$ cat src/rtl/spi_target_regfile_if.sv
// Serial link between SPI_Controller (master) and spi_target_regfile (slave).
// SCLK/SEN/MOSI are driven from the system clock domain.
interface spi_target_regfile_if;
  logic i_SCLK;
  logic i_SEN;
  logic i_MOSI;
  logic o_MISO;

  modport master (output i_SCLK, output i_SEN, output i_MOSI, input o_MISO);
  modport slave  (input i_SCLK, input i_SEN, input i_MOSI, output o_MISO);
endinterface

$ cat src/rtl/spi_target_regfile.sv
// SPI target terminating the command/data frame protocol into a 64 x 20-bit register file.
// Optional read-only ID register at the top address: define SPI_TARGET_ID_REG_EN.
module spi_target_regfile #(
  parameter int unsigned       ADDR_W    = 6,
  parameter int unsigned       DATA_W    = 20,
  parameter logic [DATA_W-1:0] RESET_VAL = {DATA_W{1'b0}},
  parameter logic [DATA_W-1:0] ID_VALUE  = 20'hA201D
) (
  input  logic                 i_clk_sys,
  input  logic                 i_rst_n,
  spi_target_regfile_if.slave  spi,
  output logic                 o_wr_strobe,
  output logic [ADDR_W-1:0]    o_wr_addr,
  output logic [DATA_W-1:0]    o_wr_data,
  input  logic [ADDR_W-1:0]    i_dbg_addr,
  output logic [DATA_W-1:0]    o_dbg_data,
  output logic                 o_busy
);

`ifdef SPI_TARGET_ID_REG_EN
  localparam logic ID_EN = 1'b1;
`else
  localparam logic ID_EN = 1'b0;
`endif

  localparam int unsigned CMD_W = ADDR_W + 1;
  localparam int unsigned DEPTH = 1 << ADDR_W;
  localparam int unsigned CNT_W = $clog2(((DATA_W > CMD_W) ? DATA_W : CMD_W) + 1);
  localparam logic [CNT_W-1:0] CNT_ONE   = CNT_W'(1);
  localparam logic [CNT_W-1:0] CMD_LAST  = CNT_W'(CMD_W - 1);
  localparam logic [CNT_W-1:0] DATA_DONE = CNT_W'(DATA_W);

  typedef enum logic [2:0] {
    IDLE     = 3'd0,
    CMD      = 3'd1,
    WDATA    = 3'd2,
    WAIT_END = 3'd3,
    RGAP     = 3'd4,
    RDATA    = 3'd5
  } state_e;

  state_e            state_q;
  logic              sclk_q;
  logic              sen_q;
  logic [CNT_W-1:0]  cnt_q;
  logic [CMD_W-1:0]  cmd_q;
  logic [DATA_W-1:0] shift_q;
  logic              miso_q;
  logic              wr_strobe_q;
  logic [ADDR_W-1:0] wr_addr_q;
  logic [DATA_W-1:0] wr_data_q;
  logic [DATA_W-1:0] mem_q [DEPTH];

  logic              rise_s;
  logic              sen_fall_s;
  logic              sen_rise_s;
  logic [CMD_W-1:0]  cmd_d;
  logic [DATA_W-1:0] rd_val_s;

  function automatic logic is_id(input logic [ADDR_W-1:0] addr);
    return ID_EN && (addr == {ADDR_W{1'b1}});
  endfunction

  assign rise_s     = spi.i_SCLK & ~sclk_q;
  assign sen_fall_s = ~spi.i_SEN & sen_q;
  assign sen_rise_s = spi.i_SEN & ~sen_q;
  assign cmd_d      = {cmd_q[CMD_W-2:0], spi.i_MOSI};

  // Read value for the address completed by the current command bit
  always_comb begin
    rd_val_s = mem_q[cmd_d[ADDR_W-1:0]];
    if (is_id(cmd_d[ADDR_W-1:0])) begin
      rd_val_s = ID_VALUE;
    end else begin
      rd_val_s = mem_q[cmd_d[ADDR_W-1:0]];
    end
  end

  // Local debug port reads the array directly
  always_comb begin
    o_dbg_data = mem_q[i_dbg_addr];
    if (is_id(i_dbg_addr)) begin
      o_dbg_data = ID_VALUE;
    end else begin
      o_dbg_data = mem_q[i_dbg_addr];
    end
  end

  // Frame FSM, shifters, write commit and register file
  always_ff @(posedge i_clk_sys or negedge i_rst_n) begin
    if (!i_rst_n) begin
      state_q     <= IDLE;
      sclk_q      <= 1'b0;
      sen_q       <= 1'b1;
      cnt_q       <= {CNT_W{1'b0}};
      cmd_q       <= {CMD_W{1'b0}};
      shift_q     <= {DATA_W{1'b0}};
      miso_q      <= 1'b0;
      wr_strobe_q <= 1'b0;
      wr_addr_q   <= {ADDR_W{1'b0}};
      wr_data_q   <= {DATA_W{1'b0}};
      for (int i = 0; i < int'(DEPTH); i++) begin
        mem_q[i] <= RESET_VAL;
      end
    end else begin
      sclk_q      <= spi.i_SCLK;
      sen_q       <= spi.i_SEN;
      wr_strobe_q <= 1'b0;
      case (state_q)
        IDLE: begin
          miso_q <= 1'b0;
          cnt_q  <= {CNT_W{1'b0}};
          if (sen_fall_s) state_q <= CMD;
        end
        CMD: begin
          if (sen_rise_s) begin
            state_q <= IDLE;
            miso_q  <= 1'b0;
          end else if (rise_s) begin
            cmd_q <= cmd_d;
            cnt_q <= cnt_q + CNT_ONE;
            if (cnt_q == CMD_LAST) begin
              cnt_q <= {CNT_W{1'b0}};
              if (cmd_d[CMD_W-1]) begin
                state_q <= RGAP;
                shift_q <= rd_val_s;
                miso_q  <= rd_val_s[DATA_W-1];
              end else begin
                state_q <= WDATA;
              end
            end
          end
        end
        WDATA: begin
          // Commit one cycle after the last data bit has been shifted in
          if (cnt_q == DATA_DONE) begin
            if (!is_id(cmd_q[ADDR_W-1:0])) begin
              mem_q[cmd_q[ADDR_W-1:0]] <= shift_q;
              wr_strobe_q <= 1'b1;
              wr_addr_q   <= cmd_q[ADDR_W-1:0];
              wr_data_q   <= shift_q;
            end
            state_q <= sen_rise_s ? IDLE : WAIT_END;
          end else if (sen_rise_s) begin
            state_q <= IDLE;
            miso_q  <= 1'b0;
          end else if (rise_s) begin
            shift_q <= {shift_q[DATA_W-2:0], spi.i_MOSI};
            cnt_q   <= cnt_q + CNT_ONE;
          end
        end
        WAIT_END: begin
          if (sen_rise_s) begin
            state_q <= IDLE;
            miso_q  <= 1'b0;
          end
        end
        RGAP: begin
          // SEN was low on entry, so a falling edge here implies the gap was seen
          if (sen_fall_s) state_q <= RDATA;
        end
        RDATA: begin
          if (sen_rise_s) begin
            state_q <= IDLE;
            miso_q  <= 1'b0;
          end else if (rise_s) begin
            shift_q <= {shift_q[DATA_W-2:0], 1'b0};
            miso_q  <= shift_q[DATA_W-2];
          end
        end
        default: begin
          state_q <= IDLE;
          miso_q  <= 1'b0;
        end
      endcase
    end
  end

  assign spi.o_MISO  = miso_q;
  assign o_wr_strobe = wr_strobe_q;
  assign o_wr_addr   = wr_addr_q;
  assign o_wr_data   = wr_data_q;
  assign o_busy      = (state_q != IDLE);

endmodule

$ cat src/flat_wrapper.sv
// flat-port wrapper written by rule: the top's interface ports become plain ports
module spi_target_regfile_flat 
#(
  parameter int unsigned       ADDR_W    = 6,
  parameter int unsigned       DATA_W    = 20,
  parameter logic [DATA_W-1:0] RESET_VAL = {DATA_W{1'b0}},
  parameter logic [DATA_W-1:0] ID_VALUE  = 20'hA201D
)
  (i_clk_sys, i_rst_n, o_wr_strobe, o_wr_addr, o_wr_data, i_dbg_addr, o_dbg_data, o_busy, spi_i_SCLK, spi_i_SEN, spi_i_MOSI, spi_o_MISO);
  spi_target_regfile_if spi_i ();
  input  logic i_clk_sys;
  input  logic i_rst_n;
  output logic o_wr_strobe;
  output logic [ADDR_W-1:0] o_wr_addr;
  output logic [DATA_W-1:0] o_wr_data;
  input  logic [ADDR_W-1:0] i_dbg_addr;
  output logic [DATA_W-1:0] o_dbg_data;
  output logic o_busy;
  input wire logic [$bits(spi_i.i_SCLK)-1:0] spi_i_SCLK;
  input wire logic [$bits(spi_i.i_SEN)-1:0] spi_i_SEN;
  input wire logic [$bits(spi_i.i_MOSI)-1:0] spi_i_MOSI;
  output wire logic [$bits(spi_i.o_MISO)-1:0] spi_o_MISO;
  assign spi_i.i_SCLK = spi_i_SCLK;
  assign spi_i.i_SEN = spi_i_SEN;
  assign spi_i.i_MOSI = spi_i_MOSI;
  assign spi_o_MISO = spi_i.o_MISO;
  spi_target_regfile #(.ADDR_W(ADDR_W), .DATA_W(DATA_W), .RESET_VAL(RESET_VAL), .ID_VALUE(ID_VALUE)) u_core (.i_clk_sys(i_clk_sys), .i_rst_n(i_rst_n), .spi(spi_i), .o_wr_strobe(o_wr_strobe), .o_wr_addr(o_wr_addr), .o_wr_data(o_wr_data), .i_dbg_addr(i_dbg_addr), .o_dbg_data(o_dbg_data), .o_busy(o_busy));
endmodule
$ cat config.mk
export PLATFORM = sky130hd
export DESIGN_NAME = spi_target_regfile_flat
export DESIGN_NICKNAME = d
export VERILOG_FILES = /design/src/rtl/spi_target_regfile_if.sv /design/src/rtl/spi_target_regfile.sv /design/src/flat_wrapper.sv
export SDC_FILE = /design/constraint.sdc
export NUM_CORES = 2
export LEC_CHECK = 0
export ABC_CLOCK_PERIOD_IN_PS = 9700
export CORE_ASPECT_RATIO = 1.1
export CORE_MARGIN = 2
export CORE_UTILIZATION = 57
export CTS_BUF_LIST = sky130_fd_sc_hd__clkbuf_4 sky130_fd_sc_hd__clkbuf_8
export DETAILED_ROUTE_END_ITERATION = 7
export PLACE_DENSITY = 0.81
export SETUP_SLACK_MARGIN = 0.02
export SYNTH_ARGS = -nofsm -noshare
export SYNTH_HDL_FRONTEND = slang
export SYNTH_SLANG_ARGS = --single-unit
$ cat constraint.sdc
create_clock -name i_clk_sys -period 9.7 [get_ports i_clk_sys]
set_input_delay 1.94 -clock i_clk_sys [delete_from_list [all_inputs] [get_ports i_clk_sys]]
set_output_delay 1.94 -clock i_clk_sys [all_outputs]
set_load 0.01 [all_outputs]
### Word-level counts from Yosys, hierarchy flattened

Index checks and enable logic that the tools add are counted.

* register bits: 1344
* bits of input ports: 11
* output and inout bits: 49
* word-level logic and storage cells: 171

* add/sub/neg operators: 1
* $lt $le $gt $ge: 4
* eq/ne operators: 22
* muxes and demuxes: 47
* bitwise logic cells: 11
* reductions and logical operators: 12

Operators with widths (number)
* 1280-bit bitwise mux: 1
* 20-bit two-way mux: 14
* 20-bit binary-select mux with 6-bit select: 2
* 20-bit demux with 6-bit select: 1
* 20-bit one-hot mux with 3 select lines: 1
* 5-bit two-way mux: 6
* 3-bit two-way mux: 8
* 7-bit greater-or-equal comparator (second input constant): 3
* 6-bit NOT with 7-bit output: 3
* 3-bit one-hot mux with 5 select lines: 1
* 5-bit one-hot mux with 3 select lines: 1
* 2-bit by 1-bit != test with 1-bit output (second input constant): 7
* 3-bit by 1-bit != test with 1-bit output (second input constant): 4
* 6-bit AND reduction: 2
* 1-bit two-way mux: 10
* 10-bit AND reduction: 1
* 3-bit nonzero test: 3
* 2-bit != test (second input constant): 4
* 7-bit by 1-bit less-than comparator with 1-bit output (second input constant): 1
* 3-bit by 2-bit == test with 1-bit output (second input constant): 2
* 3-bit == test (second input constant): 2
* 5-bit by 1-bit adder with 5-bit output (second input constant): 1
* 5-bit by 3-bit == test with 1-bit output (second input constant): 1
* 5-bit == test (second input constant): 1
* 11 further kinds: 17

### Depth between registers and ports, before layout

* depth after elaboration: 9
* mapped depth: 11
* gate-level depth less buffers: 9

### Least setup slack after synthesis

Ideal clock, no wire load.

* kind: input-to-output
* start: input port i_dbg_addr[0]
* end: output port o_dbg_data[10]
* arrival time: 4.050 ns
* data required time: 7.760 ns
* setup slack: 3.710 ns
* stages on the path: 8
* buffers on the path: 4
* path through: clkbuf_1 -> buf_6 -> buf_2 -> buf_2 -> mux4_2 -> mux4_2 -> mux2i_1 -> a21oi_1

* cells in the longest elaborated chain, start to end: 4

RTL lines
* start: declaration: line flat_wrapper.sv:16 `input logic [ADDR_W-1:0] i_dbg_addr;`
* 6-bit NOT with 7-bit output
* 20-bit binary-select mux with 6-bit select
* 20-bit two-way mux (not written as such) (2 in series): line spi_target_regfile.sv:85 `o_dbg_data = mem_q[i_dbg_addr];`
* end: declaration: line flat_wrapper.sv:17 `output logic [DATA_W-1:0] o_dbg_data;`

No other way between the ends. The select of a mux whose other input is x is not followed.

### Worst setup path after layout

* start: input port i_dbg_addr[0]
* end: output port o_dbg_data[17]

Same word-level chain as after synthesis.

==> metrics.md <==
| Metric | Value |
|---|---|
| FFs w/ async S/R, synth | `100%` |
| Most common cell after layout, fill and taps aside | `dfrtp_1` |
| Port Buffers | `59` |
| Row cnt | `136` |
| First DRT Iteration DRCs | `6,126` |
| Clk root buf | `clkbuf_8` |
| Leakage power | `36.2 nW` |
| Global Route Usage Sum | `36.1%` |
| Synthesized Nets | `4,775` |
| Synth warn | `0` |
| Fillers | `8,973` |
| Drt drc | `0` |
| Max Slew Vio Count | `0` |
| Vias in the first global route | `48,814` |
| HPWL Detailed | `133,000 µm` |
| Final GP Congestion | `0.896` |
| Post-CTS Setup Inserts | `0` |
| Worst slew pin tran | `1.39 ns` |
| Area post-placement | `73,100 µm²` |
| Pre-CTS setup slack | `2.00 ns` |
| Final setup viols | `0` |
| Post-DR vias/cell | `7.34` |
| Setup TNS | `0 ns` |
| Mapped Avg Cell Area | `15.0 µm²` |
| Worst setup SP type | `primary input` |
| Period utilisation layout | `82.5%` |
| Area grow syn2layout | `9.17%` |
| Status | `finished, final reports clean` |
| Layout cells sized above 1 | `51.7%` |
| CP arrival | `6.06 ns` |
| Clock power frac | `36.6%` |
| Via count | `47,727` |
| Max Fclk | `125 MHz` |
| Logic gate share of total power | `22.3%` |
| Register share of total power | `41.1%` |
| Area of the multi-input gates | `35,400 µm²` |
| Number of enable flip-flop cells after synthesis | `0` |
| Synthesized instance count | `4,761` |
| IO Pins | `60` |
| CTS tree | `yes` |
| CORE AREA | `125,000 µm²` |
| Clock buffer count from CTS | `214` |
| Die H | `375 µm` |
| Die width | `341 µm` |
| Ys flop type | `dfrtp_1` |
| Total grt overflow | `0` |
| Post-CTS Hold Buffers | `0` |
| RSZ-0062 raised after global routing | `false` |
| Max Cap Viol | `0` |
| Clock Sinks | `1,344` |
| CTS max path bufs | `3` |
| Initial antenna violation count | `8` |
| Net Sw Frac | `36.2%` |
| Register Area | `33,700 µm²` |
| Htree depth | `4` |
| Hold/Removal Path Class | `register to register` |
| Die ar. | `128,000 µm²` |
| Initial Utilization | `57.3%` |
| Highest ir drop seen on vdd | `230 µV` |
| Setup crit end kind | `output pin` |
| Worst-skew pair later-pin latency | `0.97 ns` |
| Synth Register Bits | `1,344` |
| Skew final | `0.0419 ns` |
| Worst-path clk slew | `0.06 ns` |
| DR WL/cell | `35.1 µm` |
| Synthesized cell area | `71,300 µm²` |
| Int Power | `9.36 mW` |
| Critical path class | `primary input to output pin` |
| Net switching power | `5.31 mW` |
| Largest net degree at the start of global routing | `180` |
| DR pass1 iterations | `6` |
| Post-CTS Resized | `0` |
| Min Tclk post-route | `8.00 ns` |
| Most frequent cells in the layout | `dfrtp_1 (1,319), mux2_2 (1,263), mux4_2 (599), mux2i_1 (288), clkbuf_8 (287)` |
| Final Worst Setup Slack | `1.70 ns` |
| CP max FO | `67` |
| Core Util, Final | `62.5%` |
| Design Area, Final | `77,900 µm²` |
| Nets | `4,681` |
| Worst Path Required | `7.76 ns` |
| ANT nets after route | `0` |
| Hold Fails Final Rpt | `0` |
| Seq/Total Area, Yosys | `47.1%` |
| Distinct cell type count after synthesis | `68` |
| Pwr dens | `188 nW/µm²` |
| Final WL | `228,000 µm` |
| Slew headroom | `6.74%` |
| First-pass GRT wire length | `334,000 µm` |
[metrics by stage]
stage | std cells | hold WS, ns | total power [mW]
final | 6506 | 0.478 | 14.7
after global routing | 6497 | 0.506 | 14.9
after floorplan | 4761 | 0.470 | 7.53
after detailed placement | 6106 | 0.467 | 9.20
after global placement | 6106 | 0.458 | 9.17
after CTS | 6495 | 0.482 | 14.5
[routing by layer]
metal / global-route usage (%) / vias up / wire length (µm)
li1: - / 18223 / -
met1: 46.1 / 25164 / 81000
met2: 52.2 / 3371 / 102000
met3: 12.5 / 967 / 28300
met4: 24.3 / 2 / 17500
met5: 0.152 / - / 12
[Yosys cell counts, drive strengths merged (2+ instances only)]
master	number	area share [%]
a41o	2	0.028
o31ai	14	0.15
a21boi	2	0.021
o221ai	31	0.38
nor2	74	0.39
mux2	1307	21
a22o	15	0.18
a211o	6	0.074
o21ai	39	0.27
nand2	157	0.83
a31oi	7	0.061
mux2i	288	4.0
a22oi	15	0.16
nor3	22	0.18
o211a	2	0.028
mux4	599	19
or3b	4	0.049
buf	239	2.1
inv	9	0.047
a21oi	45	0.32
dfrtp	1343	47
clkbuf	282	1.5
nand3	19	0.13
a2111oi	13	0.16
o41ai	4	0.049
and2	5	0.044
o32ai	4	0.049
or3	6	0.053
a211oi	22	0.23
nand3b	4	0.042
a221oi	16	0.20
ha	3	0.053
a221o	4	0.056
nand2b	3	0.026
o22ai	86	0.75
nor2b	25	0.22
nor4	18	0.18
o211ai	6	0.063
[flip-flops by register name (all words and copies together) (netlist names)]
register and cells:
u_core.mem_q 1280, u_core.o_wr_data 20, u_core.shift_q 20, u_core.cmd_q 6, u_core.o_wr_addr 6, u_core.cnt_q 5, u_core.state_q 3, u_core.o_wr_strobe 1
u_core.sclk_q 1, u_core.sen_q 1, u_core.spi.o_MISO 1
[critical path: stages]
cell and delay, ns:
buf_8 0.59, buf_12 0.41, mux4_2 0.56, mux4_2 0.49, a211oi_1 1.15, a21oi_1 0.21, clkdlybuf4s50_1 0.57
[power groups by stage]
| stage | Combinational, mW | Clock, mW | Sequential, mW |
|---|---|---|---|
| 2_1_floorplan | 1.72 | 0 | 5.81 |
| 5_1_grt | 3.26 | 5.66 | 6.03 |
| 3_5_place_dp | 3.10 | 0 | 6.10 |
| 3_3_place_gp | 3.07 | 0 | 6.10 |
| 6_report | 3.27 | 5.38 | 6.03 |
| 4_1_cts | 3.10 | 5.40 | 6.00 |
[path summary, 6_finish.rpt]
check	from	end	slack [ns]	cells after the start
min	u_core.o_wr_data[0]	u_core.o_wr_data[0]	0.48	2
max reg2reg	u_core.cmd_q[0]	u_core.shift_q[19]	4.68	9
min reg2reg	u_core.o_wr_data[0]	u_core.o_wr_data[0]	0.48	2
max in group asynchronous	i_rst_n	u_core.mem_q[293]	6.52	3
min in group asynchronous	i_rst_n	u_core.mem_q[865]	0.93	1
max	i_dbg_addr[0]	o_dbg_data[17]	1.70	7
[final cells by class]
class	instances	area share [%]
well taps	1656	2.66
diodes	10	0.0321
clock inverters	39	0.458
repair buffers	211	2.50
flip-flops and latches	1344	43.2
clock buffers	350	5.68
inverters	9	0.0434
multi-input cells	2887	45.4
[logic make-up after synthesis]
family / count (synthesis) / synth area share [%]
buffers and inverters: 530 / 3.61
adders and majority gates: 3 / 0.0526
and+or+nand+nor: 345 / 2.24
muxes: 2194 / 43.6
AOI/OAI and AO/OA: 345 / 3.38
DFF: 1344 / 47.1
Note: power is estimated with default switching activity, not from simulation.
